## config.mk

```make
export PLATFORM = sky130hd
export DESIGN_NAME = oam_dma
export DESIGN_NICKNAME = d
export VERILOG_FILES = /design/src/rtl/gb_pkg.sv /design/src/rtl/oam_dma.sv
export SDC_FILE = /design/constraint.sdc
export NUM_CORES = 1
export LEC_CHECK = 0
export ABC_CLOCK_PERIOD_IN_PS = 4600
export BUFFER_PORTS_ARGS = -buffer_cell sky130_fd_sc_hd__buf_4
export CORE_MARGIN = 4
export CORE_UTILIZATION = 50
export CTS_CLUSTER_SIZE = 14
export DETAILED_ROUTE_END_ITERATION = 7
export GPL_TIMING_DRIVEN = 0
export PLACE_DENSITY = 0.83
export REMOVE_ABC_BUFFERS = 1
export SETUP_SLACK_MARGIN = 0.02
export SLEW_MARGIN = 20
export SYNTH_ARGS = -nofsm -noshare
export SYNTH_HDL_FRONTEND = slang
export SYNTH_SLANG_ARGS = --single-unit
```

## constraint.sdc

```tcl
create_clock -name clk -period 4.6 [get_ports clk]
set_input_delay 0.69 -clock clk [delete_from_list [all_inputs] [get_ports clk]]
set_output_delay 0.69 -clock clk [all_outputs]
set_load 0.01 [all_outputs]
```

## src/rtl/gb_pkg.sv

```systemverilog
// Shared console definitions.
// DMA state encoding and memory-map constants.
package gb_pkg;

  typedef enum logic [1:0] {
    IDLE  = 2'd0,
    START = 2'd1,
    XFER  = 2'd2
  } dma_state_t;

  localparam logic [15:0] OAM_BASE    = 16'hFE00;
  localparam int          OAM_DMA_LEN = 160;
  localparam logic [7:0]  ECHO_PAGE   = 8'hE0;

  // Echo RAM pages fold back onto WRAM.
  function automatic logic [7:0] eff_page(input logic [7:0] p);
    return (p >= ECHO_PAGE) ? p - 8'h20 : p;
  endfunction

endpackage

```

## src/rtl/oam_dma.sv

```systemverilog
// OAM DMA initiator (FF46).
// Copies LEN bytes from page XX00 into OAM, one per M-cycle.
module oam_dma
  import gb_pkg::*;
#(
  parameter int LEN         = OAM_DMA_LEN,
  parameter int START_DELAY = 1
) (
  input  logic        clk,
  input  logic        reset,
  input  logic        cpu_en,
  input  logic        reg_write,
  input  logic [7:0]  wdata,
  output logic [7:0]  reg_rdata,
  output logic [15:0] src_addr,
  input  logic [7:0]  src_rdata,
  output logic [7:0]  oam_addr,
  output logic [7:0]  oam_wdata,
  output logic        oam_write,
  output logic        dma_active
);

  localparam int DW =
    (START_DELAY < 1) ? 1 : $clog2(START_DELAY + 1);
  localparam logic [DW-1:0] DLY  = DW'(START_DELAY);
  localparam logic [7:0]    LAST = 8'(LEN - 1);

  dma_state_t    state_q;
  logic [7:0]    page_q;
  logic [7:0]    xfer_page_q;
  logic [7:0]    idx_q;
  logic [DW-1:0] dly_q;
  logic          ovl_q;

  logic busy;
  logic last;

  // A restart keeps the old copy alive through START.
  assign busy = (state_q == XFER) ||
                ((state_q == START) && ovl_q);
  assign last = (idx_q == LAST);

  // Transfer sequencer: page latch, delay, index.
  always_ff @(posedge clk) begin
    if (reset) begin
      state_q     <= IDLE;
      page_q      <= 8'h00;
      xfer_page_q <= 8'h00;
      idx_q       <= 8'd0;
      dly_q       <= '0;
      ovl_q       <= 1'b0;
    end else if (cpu_en) begin
      if (busy) begin
        idx_q <= last ? 8'd0 : idx_q + 8'd1;
      end
      if (reg_write) begin
        page_q  <= wdata;
        dly_q   <= DLY;
        state_q <= START;
        ovl_q   <= busy && !last;
      end else begin
        unique case (state_q)
          IDLE: ;
          START: begin
            dly_q <= dly_q - 1'b1;
            if (busy && last) begin
              ovl_q <= 1'b0;
            end
            if (dly_q <= DW'(1)) begin
              idx_q       <= 8'd0;
              xfer_page_q <= page_q;
              ovl_q       <= 1'b0;
              state_q     <= XFER;
            end
          end
          XFER: begin
            if (last) begin
              state_q <= IDLE;
            end
          end
          default: state_q <= IDLE;
        endcase
      end
    end
  end

  assign reg_rdata  = page_q;
  assign dma_active = busy;
  assign oam_write  = busy & cpu_en;
  assign oam_addr   = busy ? idx_q : 8'd0;
  assign src_addr   = busy ? {eff_page(xfer_page_q), idx_q}
                           : 16'h0000;
  assign oam_wdata  = src_rdata;

endmodule

```

==> results summary, run 1 <==
The number of global-route vias before repair was around 1,100. The start point of the worst hold path is xfer_page_q[3]. The maximum VDD drop came out at approximately 240 µV. The first detailed-routing pass ran for 4 iterations.

The die is 61.79 µm tall. The synthesized design contains 0 enable-type register cells. The initial antenna violation count is 0. The critical path is of the flip-flop to primary output type.

The later-pin clock latency in the skew report came out at 0.34 ns. The clock tree skew after final layout is ~0.0033 ns. In the routed layout, each cell is associated on average with a via count of 5.421. The area growth from synthesis to layout came out at 17.30%. The number of sinks on the clock net came out at 27. Data on the critical path is required at its endpoint by about 3.9 ns. The number of slew-limit violations in the final report is 0. In this run the count of I/O pins placed on the die edge is 62. The first global-routing pass estimated roughly 4.8 mm of wire. The global routing usage summed across all routing layers came out at between 10% and 20%.

The clock transition at the register clock pins on the worst setup and hold paths after CTS came out at 0.15 ns. The number of stages on the worst hold path came out at 2. The worst slew slack as a fraction of its limit is 58.48%. The setup TNS is 0 ns. After routing the design area is 0.001697 mm².

The average routed wire per standard cell came out at ~12 µm. STA classifies the critical path startpoint as a flip-flop. The library cells used most frequently in the layout, excluding fill and tap cells, are sky130_fd_sc_hd__buf_4 (45), sky130_fd_sc_hd__nand2_1 (38), sky130_fd_sc_hd__dfxtp_1 (27), sky130_fd_sc_hd__a21oi_1 (23), sky130_fd_sc_hd__and2_1 (12). Setup slack on the worst reg-to-reg path comes out at 2.88 ns. Setup repair after global routing left no endpoint under its margin. Gates resized during post-CTS repair numbered 0.

In this run, CTS created clock tree buffers numbering 3. In the final layout, flip-flops and latches occupy about 540 µm². The mean area per synthesized cell is a little under 8 µm². During synthesis, Yosys emitted a total of 0 warnings. For this design, the CTS-stage hold fixing added 0 buffers. The register area share after synthesis came out at 37.37%. Leaving out fill and tap cells, the most frequent cell in the layout is sky130_fd_sc_hd__buf_4. STA classifies the critical path endpoint as a primary output. The synthesized instance count came out at 186. The buffer depth of the longest clock path came out at 2. The initial detailed-routing violation count came out at 30. The worst path uses a little under three fifths of the clock period. The cell area power density is ~230 mW/mm². The critical path goes through and2b_2 > nor2_2 > inv_2 > and2_1 > buf_4. The share of flip-flops with an asynchronous set or reset after synthesis is 0%.

The final wirelength is 2.987 mm. The timing-limited maximum frequency is approximately 380 MHz. The number of cell rows came out at 19.

The tree is rooted in a sky130_fd_sc_hd__clkbuf_4. The width of the chip is between 60 and 70 µm. Setup violations remaining at the end of the flow were counted as 0. The placed instance count came out at 238. The multi-input gate area in the final layout is ~700 µm².

The final number of hold-violating endpoints is 0. The post-route netlist has 26.54% of its cells at a drive strength greater than 1. In this run, synthesis produced a sequential element count of 27. The total power came out at around 390 µW. At the worst endpoint, the arrival time is approximately 1.9 ns. The final weighted congestion in routability-driven placement came out at around 0.75. The antenna cell count is 0. The path with the worst hold slack has its endpoint at xfer_page_q[3]. TritonCTS built the clock tree. Summing every instance area after synthesis gives ~0.0014 mm². On the critical path, the stage with the largest delay is an instance of sky130_fd_sc_hd__dfxtp_1. The pin count of the biggest net entering global routing is 23. The placeable core region came out at approximately 0.0028 mm². The number of nets still failing antenna checks after routing came out at 0. The slew of the pin with the lowest slew margin came out at a little over 0.6 ns. The cell depth of the worst flop-to-flop path is 5.

In this run the critical register-to-register path is captured at idx_q[7]. The total setup buffers inserted after CTS came out at 0. The max-capacitance violation count is 0. The worst-path maximum fanout came out at 15. The half-perimeter wire length after placement is 2.209 mm.

The maximum cell stage delay along the critical path is ~0.47 ns. For this design the static power due to leakage is around 0.70 nW. The count of nets after finishing is approximately 230. The initial standard-cell utilization of the core is a little over half. Cells fill between 60% and 70% of the core in the end. In this run, distinct cell masters in the synthesized netlist total 39. The total congestion overflow is 0.

The run finished with clean final reports. The number of levels in the clock H-tree came out at 1. The remaining design rule violation count came out at 0. The minimum clock period came out at between 2 and 3 ns.

The type of the tightest min-delay check is flip-flop to flip-flop. The final cell count without fillers is 242. The placement-stage cell area came out at ~0.0017 mm². The count of port buffers added during placement is between 40 and 50. The die area came out at ~0.0038 mm². The most used flip-flop cell after synthesis is sky130_fd_sc_hd__dfxtp_1. The origin of the critical flop-to-flop path is state_q[0]. The filler cell count in the final layout is ~280.

The count of vias placed by the detailed router is 1,312.
## per-layer routing
| metal | routed length [µm] | vias to the layer above | share of wire (%) | GRT usage [%] |
|---|---|---|---|---|
| met1 | 1266 | 590 | 42 | 19.12 |
| met2 | 1378 | 50 | 46 | 27.80 |
| met5 | 0 | - | 0 | 0 |
| li1 | - | 668 | - | - |
| met3 | 326 | 4 | 11 | 7.645 |
| met4 | 15 | 0 | 0.50 | 3.636 |
## cells by family after synthesis
group	synth area share (%)
flops	37.37
fa+ha+maj	1.730
simple gates	28.03
xor+xnor	1.211
compound gates	18.17
buf+inv	13.49
## cells in the mapped netlist, types with 2 or more instances
library cell,instances,share of area (%)
sky130_fd_sc_hd__buf_4,16,8.3
sky130_fd_sc_hd__o31a_1,2,1.2
sky130_fd_sc_hd__ha_1,2,1.7
sky130_fd_sc_hd__o31ai_1,3,1.6
sky130_fd_sc_hd__clkbuf_1,6,1.6
sky130_fd_sc_hd__nand3b_1,2,1.0
sky130_fd_sc_hd__o21ai_0,2,0.69
sky130_fd_sc_hd__o211ai_1,2,1.0
sky130_fd_sc_hd__a21oi_1,23,8.0
sky130_fd_sc_hd__inv_1,9,2.3
sky130_fd_sc_hd__and3_1,2,0.86
sky130_fd_sc_hd__nor3b_1,3,1.6
sky130_fd_sc_hd__a311oi_1,2,1.2
sky130_fd_sc_hd__nor2_1,7,1.8
sky130_fd_sc_hd__dfxtp_1,27,37
sky130_fd_sc_hd__nand2_1,38,9.9
sky130_fd_sc_hd__or3_1,2,0.86
sky130_fd_sc_hd__nand3_1,6,2.1
sky130_fd_sc_hd__and2_1,12,5.2
## registers in the layout, indices dropped and copies added (netlist names)
signal,cells
idx_q,8
xfer_page_q,8
ovl_q,1
reg_rdata,8
state_q,2
## worst max-delay path by stage
stage,startpoint,end,slack [ns]
6_report,state_q[0],oam_addr[1],1.99
5_1_grt,state_q[1],oam_addr[1],1.87
4_1_cts,state_q[1],oam_addr[1],1.97
3_5_place_dp,state_q[1],oam_addr[1],2.38
3_3_place_gp,state_q[1],oam_addr[1],2.38
2_1_floorplan,state_q[0],oam_addr[0],2.67
## per-stage QoR
| step | hold slack [ns] | setup WS [ns] |
|---|---|---|
| after global routing | 0.4878 | 1.866 |
| final | 0.4616 | 1.987 |
| after detailed placement | 0.4441 | 2.378 |
| after global placement | 0.4378 | 2.383 |
| after floorplan | 0.4257 | 2.665 |
| after CTS | 0.4646 | 1.974 |
## power by group
group          internal [mW]  leakage [nW]  switching, mW
clock network         0.0356        0.0183         0.0759
logic                 0.0171         0.462         0.0215
registers              0.240         0.219        0.00494
## layout make-up
class	instances	share of cell area, %
clock inverters	1	0.5162
repair buffers	45	19.91
flip-flops and latches	27	31.86
clock buffers	3	1.327
well taps	31	2.286
multi-input cells	125	41.89
inverters	10	2.212
## worst max-delay path: cells and delay by family, from the launching register on
kind	cells	cell delay (ns)
buffers and inverters	2	0.33
and+or+nand+nor	3	0.77
DFF	1	0.47
(Power assumes the default switching activity.)
==> inputs of run 2 (changes only) <==
--- a/config.mk
+++ b/config.mk
@@ -5,14 +5,14 @@
 export SDC_FILE = /design/constraint.sdc
 export NUM_CORES = 1
 export LEC_CHECK = 0
-export ABC_CLOCK_PERIOD_IN_PS = 4600
+export ABC_CLOCK_PERIOD_IN_PS = 2400
 export BUFFER_PORTS_ARGS = -buffer_cell sky130_fd_sc_hd__buf_4
 export CORE_MARGIN = 4
-export CORE_UTILIZATION = 50
+export CORE_UTILIZATION = 42
 export CTS_CLUSTER_SIZE = 14
 export DETAILED_ROUTE_END_ITERATION = 7
 export GPL_TIMING_DRIVEN = 0
-export PLACE_DENSITY = 0.83
+export PLACE_DENSITY = 0.75
 export REMOVE_ABC_BUFFERS = 1
 export SETUP_SLACK_MARGIN = 0.02
 export SLEW_MARGIN = 20
==> constraint.sdc (replaced) <==
create_clock -name clk -period 2.4 [get_ports clk]
set_input_delay 0.36 -clock clk [delete_from_list [all_inputs] [get_ports clk]]
set_output_delay 0.36 -clock clk [all_outputs]
set_load 0.01 [all_outputs]
==> run 2 against run 1 <==
  * Die area rose by 16%
  * Clock power is 90% higher
  * Non-clock buffer count stayed put
  * Largest power group unchanged
  * Clock-buffer cell count stayed put
  * Critical path type unchanged
  * Highest routed layer unchanged
  * Flip-flop and latch count unchanged
  * Power rose by 92%
  * First-iteration DRC count increased by 83%
  * Register-to-register slack lost 2.2 ns
  * Sequential power is 91% higher
  * Sequential share of layout area down 0.44 points
  * Utilization shrank 10 points
  * Cell area increased by 1.4%
==> results summary, run 2 (synthesis gave the netlist of run 1 again) <==
The cell depth of the worst flop-to-flop path is 5 (unchanged). Run status: completed (unchanged). The final weighted congestion in routability-driven placement is 0.8299 (was 0.7520). The cell area power density is 440.2 mW/mm² (was 232.6 mW/mm²).

The area growth from synthesis to layout came out at 18.94% (was 17.30%). The count of TritonRoute iterations in the first routing pass came out at 4 (unchanged). The post-route fraction of the period consumed by the critical path came out at 90.88%. The half-perimeter wire length after placement is 2.330 mm (was 2.209 mm). The root buffer selected by CTS is sky130_fd_sc_hd__clkbuf_4 (unchanged). The minimum clock period is around 2.2 ns. The die area is 0.004447 mm² (was 0.003817 mm²). The width of the chip is 66.69 µm (was 61.79 µm). The global routing usage summed across all routing layers came out at 15.19% (was 16.48%). The average routed wire per standard cell was 12.31 µm (was 12.34 µm). The average vias per placed instance is 5.101 (was 5.421). The worst-path maximum fanout came out at 15 (unchanged). The most common cell after layout, fill and taps aside is sky130_fd_sc_hd__buf_4 (unchanged). The type of the tightest min-delay check is primary input to flip-flop (was flip-flop to flip-flop). The critical path endpoint category is a primary output (unchanged). The pin count of the biggest net entering global routing came to 23 (unchanged). The max-capacitance violation count is 0 (unchanged). The post-route cell area is 0.001720 mm² (was 0.001697 mm²). The data required time at the worst endpoint came to 2.04 ns (was 3.91 ns). The CTS tree is yes (unchanged).

The number of global-route vias before repair came to 1,202 (was 1,122). The origin of the critical flop-to-flop path is state_q[0] (unchanged). The count of endpoints failing setup in the final report came out at 0 (unchanged). The type of the worst setup path is flip-flop to primary output (unchanged). The clock tree skew after final layout came out at 0.001379 ns (was 0.003343 ns). The endpoint of the most critical register-to-register path is idx_q[7] (unchanged). The count of vias placed by the detailed router is 1,311 (was 1,312).

The worst slew slack as a fraction of its limit was 59.27% (was 58.48%). The first-pass GRT wire length is 5.285 mm (was 4.774 mm). The antenna cell count came out at 0 (unchanged). The I/O pin count came to 62 (unchanged). The final wirelength was 3.164 mm (was 2.987 mm). The count of nets after finishing came to 234 (unchanged). The number of sinks on the clock net was 27 (unchanged). The die outline height is 66.69 µm (was 61.79 µm). The total setup buffers inserted after CTS is 0 (unchanged). The register-to-register setup slack came out at 0.70 ns (was 2.88 ns). The number of buffers created by CTS came out at 3 (unchanged). The maximum VDD drop came out at 428.5 µV (was 238.4 µV).

The total power came out at 757.3 µW (was 394.7 µW). The number of stages on the worst hold path was 3 (was 2). The static leakage power was 0.7017 nW (was 0.6994 nW). The initial antenna violation count came out at 0 (unchanged). The count of port buffers added during placement is 45 (unchanged).

The initial standard-cell utilization of the core came out at 43.34% (was 52.45%). The ratio of cells with drive above 1 in the final layout came out at 26.54% (unchanged). The later-pin clock latency in the skew report came out at 0.33 ns (was 0.34 ns). The data arrival time of the critical path is 1.82 ns (was 1.92 ns).

The number of levels in the clock H-tree came out at 1 (unchanged). The timing startpoint of the critical path was state_q[1] (was state_q[0]). The category of the worst setup path launch point is a flip-flop (unchanged). The utilization after layout came out at 51.56% (was 61.52%). The setup TNS is 0 ns (unchanged). The total congestion overflow came out at 0 (unchanged).

The number of cell rows is 21 (was 19). The placeable core region is 0.003337 mm² (was 0.002758 mm²). Unrepaired setup endpoints after global routing: no (unchanged).

The remaining design rule violation count came out at 0 (unchanged). The number of slew-limit violations in the final report came out at 0 (unchanged). Top library cells by usage in the layout, fill and taps aside: sky130_fd_sc_hd__buf_4 (45), sky130_fd_sc_hd__nand2_1 (38), sky130_fd_sc_hd__dfxtp_1 (27), sky130_fd_sc_hd__a21oi_1 (23), sky130_fd_sc_hd__and2_1 (12) (unchanged). The final number of hold-violating endpoints came out at 0 (unchanged). The placement-stage cell area is 0.001684 mm² (was 0.001665 mm²). The endpoint of the worst setup timing path is src_addr[15] (was oam_addr[1]). The number of nets still failing antenna checks after routing came out at 0 (unchanged).

The clock transition at the register clock pins on the worst setup and hold paths after CTS came out at 0.15 ns (about the same). The initial detailed-routing violation count is 55 (was 30). The timing-limited maximum frequency is 458.5 MHz. The slew of the pin with the lowest slew margin is 0.6099 ns (was 0.6218 ns). The buffer depth of the longest clock path is 2 (unchanged).
[run 2: cell counts in the layout (fill, tap and decap cells not counted)]
No cell type changed its count.
[run 2: worst min path at each step]
stage                               from             end
final                           wdata[7]    reg_rdata[7]
after global placement    xfer_page_q[3]  xfer_page_q[3]
after CTS                       wdata[1]    reg_rdata[1]
after floorplan           xfer_page_q[0]  xfer_page_q[0]
after detailed placement  xfer_page_q[0]  xfer_page_q[0]
after global routing            wdata[4]    reg_rdata[4]
[run 2: critical path, cell delays in order, from the launching register on]
cell,delay [ns]
sky130_fd_sc_hd__dfxtp_1,0.46
sky130_fd_sc_hd__and3b_1,0.29
sky130_fd_sc_hd__nor2_4,0.23
sky130_fd_sc_hd__inv_2,0.16
sky130_fd_sc_hd__and3_1,0.21
sky130_fd_sc_hd__buf_4,0.14
[run 2: final cells by class]
cell class	instances	area (µm²)
inverter	10	37.54
fill	338	1617
tap	46	57.56
sequential	27	540.5
clock buffer	3	22.52
clock inverter	1	8.758
timing repair buffer	45	337.8
multi-input combinational	125	715.7
[run 2: metrics by stage]
step / std cells / setup WS (ns) / hold slack [ns]
after CTS: 257 / 0.08150 / 0.2376
after detailed placement: 253 / 0.4917 / 0.4435
after global routing: 257 / 0.07954 / 0.2308
after global placement: 253 / 0.5055 / 0.4380
after floorplan: 162 / 0.7950 / 0.4257
final: 257 / 0.2189 / 0.2500
[run 2: repair_timing]
item / CTS / global route
hold buffers: 0 / 0
gates resized for setup: 0 / 1
setup endpoints to repair: 0 / 16
[run 2: per-layer routing]
layer	wire, µm	GRT usage (%)	vias up
li1	-	-	667
met1	1338	17.40	592
met2	1512	25.74	47
met3	285	6.577	5
met4	28	3.807	0
met5	0	0	-
[run 2: where the power goes]
part	internal, mW	switching [mW]
registers	0.459	0.00965
logic	0.0328	0.0418
clock network	0.0681	0.145
==> inputs of run 3 (changes only) <==
--- a/config.mk
+++ b/config.mk
@@ -6,7 +6,7 @@
 export NUM_CORES = 1
 export LEC_CHECK = 0
 export ABC_CLOCK_PERIOD_IN_PS = 2400
-export BUFFER_PORTS_ARGS = -buffer_cell sky130_fd_sc_hd__buf_4
+export BUFFER_PORTS_ARGS = -buffer_cell sky130_fd_sc_hd__clkbuf_2
 export CORE_MARGIN = 4
 export CORE_UTILIZATION = 42
 export CTS_CLUSTER_SIZE = 14
==> run 3 against run 2 <==
  * Sequential power about the same
  * Clock skew increased by 0.00091 ns
  * Die area unchanged
  * Cell area decreased by 6.5%
  * Utilization decreased by 3.4 points
  * Worst hold slack got worse by 0.035 ns
  * Routed wire length decreased by 4.5%
  * Non-clock buffer count unchanged
  * Critical path depth unchanged
  * First-iteration DRC count increased by 51%
  * Register-to-register slack got worse by 0.02 ns
==> results summary, run 3 (synthesis gave the netlist of run 1 again) <==
The remaining design rule violation count is 0 (unchanged). The number of gates given a new drive strength after cts came out at 0 (unchanged). The placement-stage cell area came to 0.001572 mm² (was 0.001684 mm²). The endpoint of the worst setup timing path was src_addr[15] (unchanged). The clock tree skew after final layout is 0.002291 ns (was 0.001379 ns). The CTS tree was yes (unchanged). The number of cell rows is 21 (unchanged). The cell area power density came out at 466.3 mW/mm² (was 440.2 mW/mm²). The final-layout worst hold slack came out at 0.2147 ns (was 0.2500 ns).

The origin of the critical flop-to-flop path is state_q[0] (unchanged). The initial standard-cell utilization of the core is 43.34% (unchanged). The number of global-route vias before repair came to 1,149 (was 1,202). The area used by sequential logic in the layout was 540.5 µm² (unchanged). The placed instance count was 253 (unchanged).

The antenna cell count is 0 (unchanged). The final number of hold-violating endpoints is 0 (unchanged). The type of the tightest min-delay check is primary input to flip-flop (unchanged).

The root buffer selected by CTS is sky130_fd_sc_hd__clkbuf_4 (unchanged). The die area was 0.004447 mm² (unchanged). The most common cell after layout, fill and taps aside is sky130_fd_sc_hd__clkbuf_2 (was sky130_fd_sc_hd__buf_4). The total congestion overflow came out at 0 (unchanged). The slew of the pin with the lowest slew margin is 0.5753 ns (was 0.6099 ns). The count of port buffers added during placement is 45 (unchanged).

The placeable core region is 0.003337 mm² (unchanged). The count of endpoints failing setup in the final report was 0 (unchanged). The worst-path maximum fanout came out at 15 (unchanged). The minimum clock period came out at 2.169 ns (was 2.181 ns). The number of slew-limit violations in the final report is 0 (unchanged).

The cell depth of the worst flop-to-flop path came out at 5 (unchanged). The setup TNS is 0 ns (unchanged). The utilization after layout is 48.18% (was 51.56%). The final weighted congestion in routability-driven placement is 0.8267 (was 0.8299).

The number of levels in the clock H-tree came to 1 (unchanged). The total setup buffers inserted after CTS came out at 0 (unchanged). The global routing usage summed across all routing layers came out at 15.08% (was 15.19%). The timing-limited maximum frequency came out at 461.1 MHz (was 458.5 MHz). The initial antenna violation count is 0 (unchanged).

Top library cells by usage in the layout, fill and taps aside: sky130_fd_sc_hd__clkbuf_2 (45), sky130_fd_sc_hd__nand2_1 (38), sky130_fd_sc_hd__dfxtp_1 (27), sky130_fd_sc_hd__a21oi_1 (23), sky130_fd_sc_hd__and2_1 (12) (was sky130_fd_sc_hd__buf_4 (45), sky130_fd_sc_hd__nand2_1 (38), sky130_fd_sc_hd__dfxtp_1 (27), sky130_fd_sc_hd__a21oi_1 (23), sky130_fd_sc_hd__and2_1 (12)). The average routed wire per standard cell is 11.76 µm (was 12.31 µm). The category of the worst setup path launch point is a flip-flop (unchanged).

The count of vias placed by the detailed router is 1,294 (was 1,311). The initial detailed-routing violation count came to 83 (was 55). The later-pin clock latency in the skew report is 0.34 ns (was 0.33 ns).

The buffer depth of the longest clock path was 2 (unchanged). The first-pass GRT wire length is 5.223 mm (was 5.285 mm). The half-perimeter wire length after placement came out at 2.238 mm (was 2.330 mm). The pin count of the biggest net entering global routing is 23 (unchanged). The worst slew slack as a fraction of its limit is 61.59% (was 59.27%). The data required time at the worst endpoint was 2.04 ns (about the same). The total power is 749.7 µW (was 757.3 µW). Unrepaired setup endpoints after global routing: no (unchanged). The die outline height is 66.69 µm (unchanged). The clock transition at the register clock pins on the worst setup and hold paths after CTS was 0.15 ns (about the same). The count of nets after finishing came out at 234 (unchanged). The count of hold-fix buffers inserted at cts came out at 0 (unchanged).

The ratio of cells with drive above 1 in the final layout came out at 26.54% (unchanged). The endpoint of the most critical register-to-register path was idx_q[7] (unchanged). The area growth from synthesis to layout came out at 11.16% (was 18.94%). The type of the worst setup path is flip-flop to primary output (unchanged).

The number of buffers created by CTS is 3 (unchanged). The final cell count without fillers was 257 (unchanged). The critical path endpoint category is a primary output (unchanged). The post-route cell area came out at 0.001608 mm² (was 0.001720 mm²). The number of sinks on the clock net is 27 (unchanged). The I/O pin count came to 62 (unchanged).

The average vias per placed instance is 5.035 (was 5.101). The count of TritonRoute iterations in the first routing pass is 4 (unchanged). The final wirelength is 3.023 mm (was 3.164 mm). The static leakage power is 0.6672 nW (was 0.7017 nW). The register-to-register setup slack came to 0.68 ns (was 0.70 ns). The post-route fraction of the period consumed by the critical path came out at 90.36% (was 90.88%). The maximum VDD drop was 432.7 µV (was 428.5 µV). The number of nets still failing antenna checks after routing is 0 (unchanged).

The max-capacitance violation count is 0 (unchanged). The timing startpoint of the critical path is state_q[0] (was state_q[1]). The width of the chip came to 66.69 µm (unchanged).

The filler cell count in the final layout is 346 (was 338). The multi-input gate area in the final layout was 715.7 µm² (unchanged). Run status: completed (unchanged). The pre-CTS worst setup slack came to 0.5069 ns (was 0.4917 ns).

The worst-case setup margin in the final layout was 0.2313 ns (was 0.2189 ns). The data arrival time of the critical path came out at 1.81 ns (was 1.82 ns).
[run 3: cell count changes in the layout (fill, tap and decap cells not counted)]
cell	delta
sky130_fd_sc_hd__clkbuf_2	+45
sky130_fd_sc_hd__buf_4	-45
[run 3: how the worst min path moves through the flow]
| stage | from | endpoint | slack (ns) | depth (start not counted) |
|---|---|---|---|---|
| 5_1_grt | wdata[4] | reg_rdata[4] | 0.20 | 3 |
| 6_report | wdata[3] | reg_rdata[3] | 0.21 | 3 |
| 3_3_place_gp | xfer_page_q[3] | xfer_page_q[3] | 0.44 | 2 |
| 2_1_floorplan | xfer_page_q[0] | xfer_page_q[0] | 0.43 | 2 |
| 4_1_cts | wdata[3] | reg_rdata[3] | 0.20 | 3 |
| 3_5_place_dp | xfer_page_q[2] | xfer_page_q[2] | 0.44 | 2 |
[run 3: area by class of cell]
| cell class | count | share of cell area [%] |
|---|---|---|
| Clock buffer | 3 | 1.401 |
| Clock inverter | 1 | 0.5447 |
| Inverter | 10 | 2.335 |
| Multi-Input combinational cell | 125 | 44.51 |
| Sequential cell | 27 | 33.62 |
| Tap cell | 46 | 3.580 |
| Timing Repair Buffer | 45 | 14.01 |
[run 3: per-layer routing]
layer  vias to the layer above  global-route usage [%]  part of all wire (%)
li1                        666                       -                     -
met1                       575                   19.03                    46
met2                        49                   24.50                    46
met3                         4                   5.059                   7.4
met4                         0                   3.807                  0.76
met5                         -                       0                     0
[run 3: where the power goes]
group          total [mW]  internal, mW  switching, mW
Sequential          0.469         0.460        0.00925
Combinational      0.0651        0.0241         0.0410
Clock               0.216        0.0683          0.148
Total               0.750         0.552          0.198
[run 3: critical path, stage by stage (launching register included)]
cell and delay [ns]:
sky130_fd_sc_hd__dfxtp_1 0.47, sky130_fd_sc_hd__and3b_1 0.34, sky130_fd_sc_hd__nor2_4 0.11, sky130_fd_sc_hd__inv_2 0.22
sky130_fd_sc_hd__and3_1 0.20, sky130_fd_sc_hd__clkbuf_2 0.13
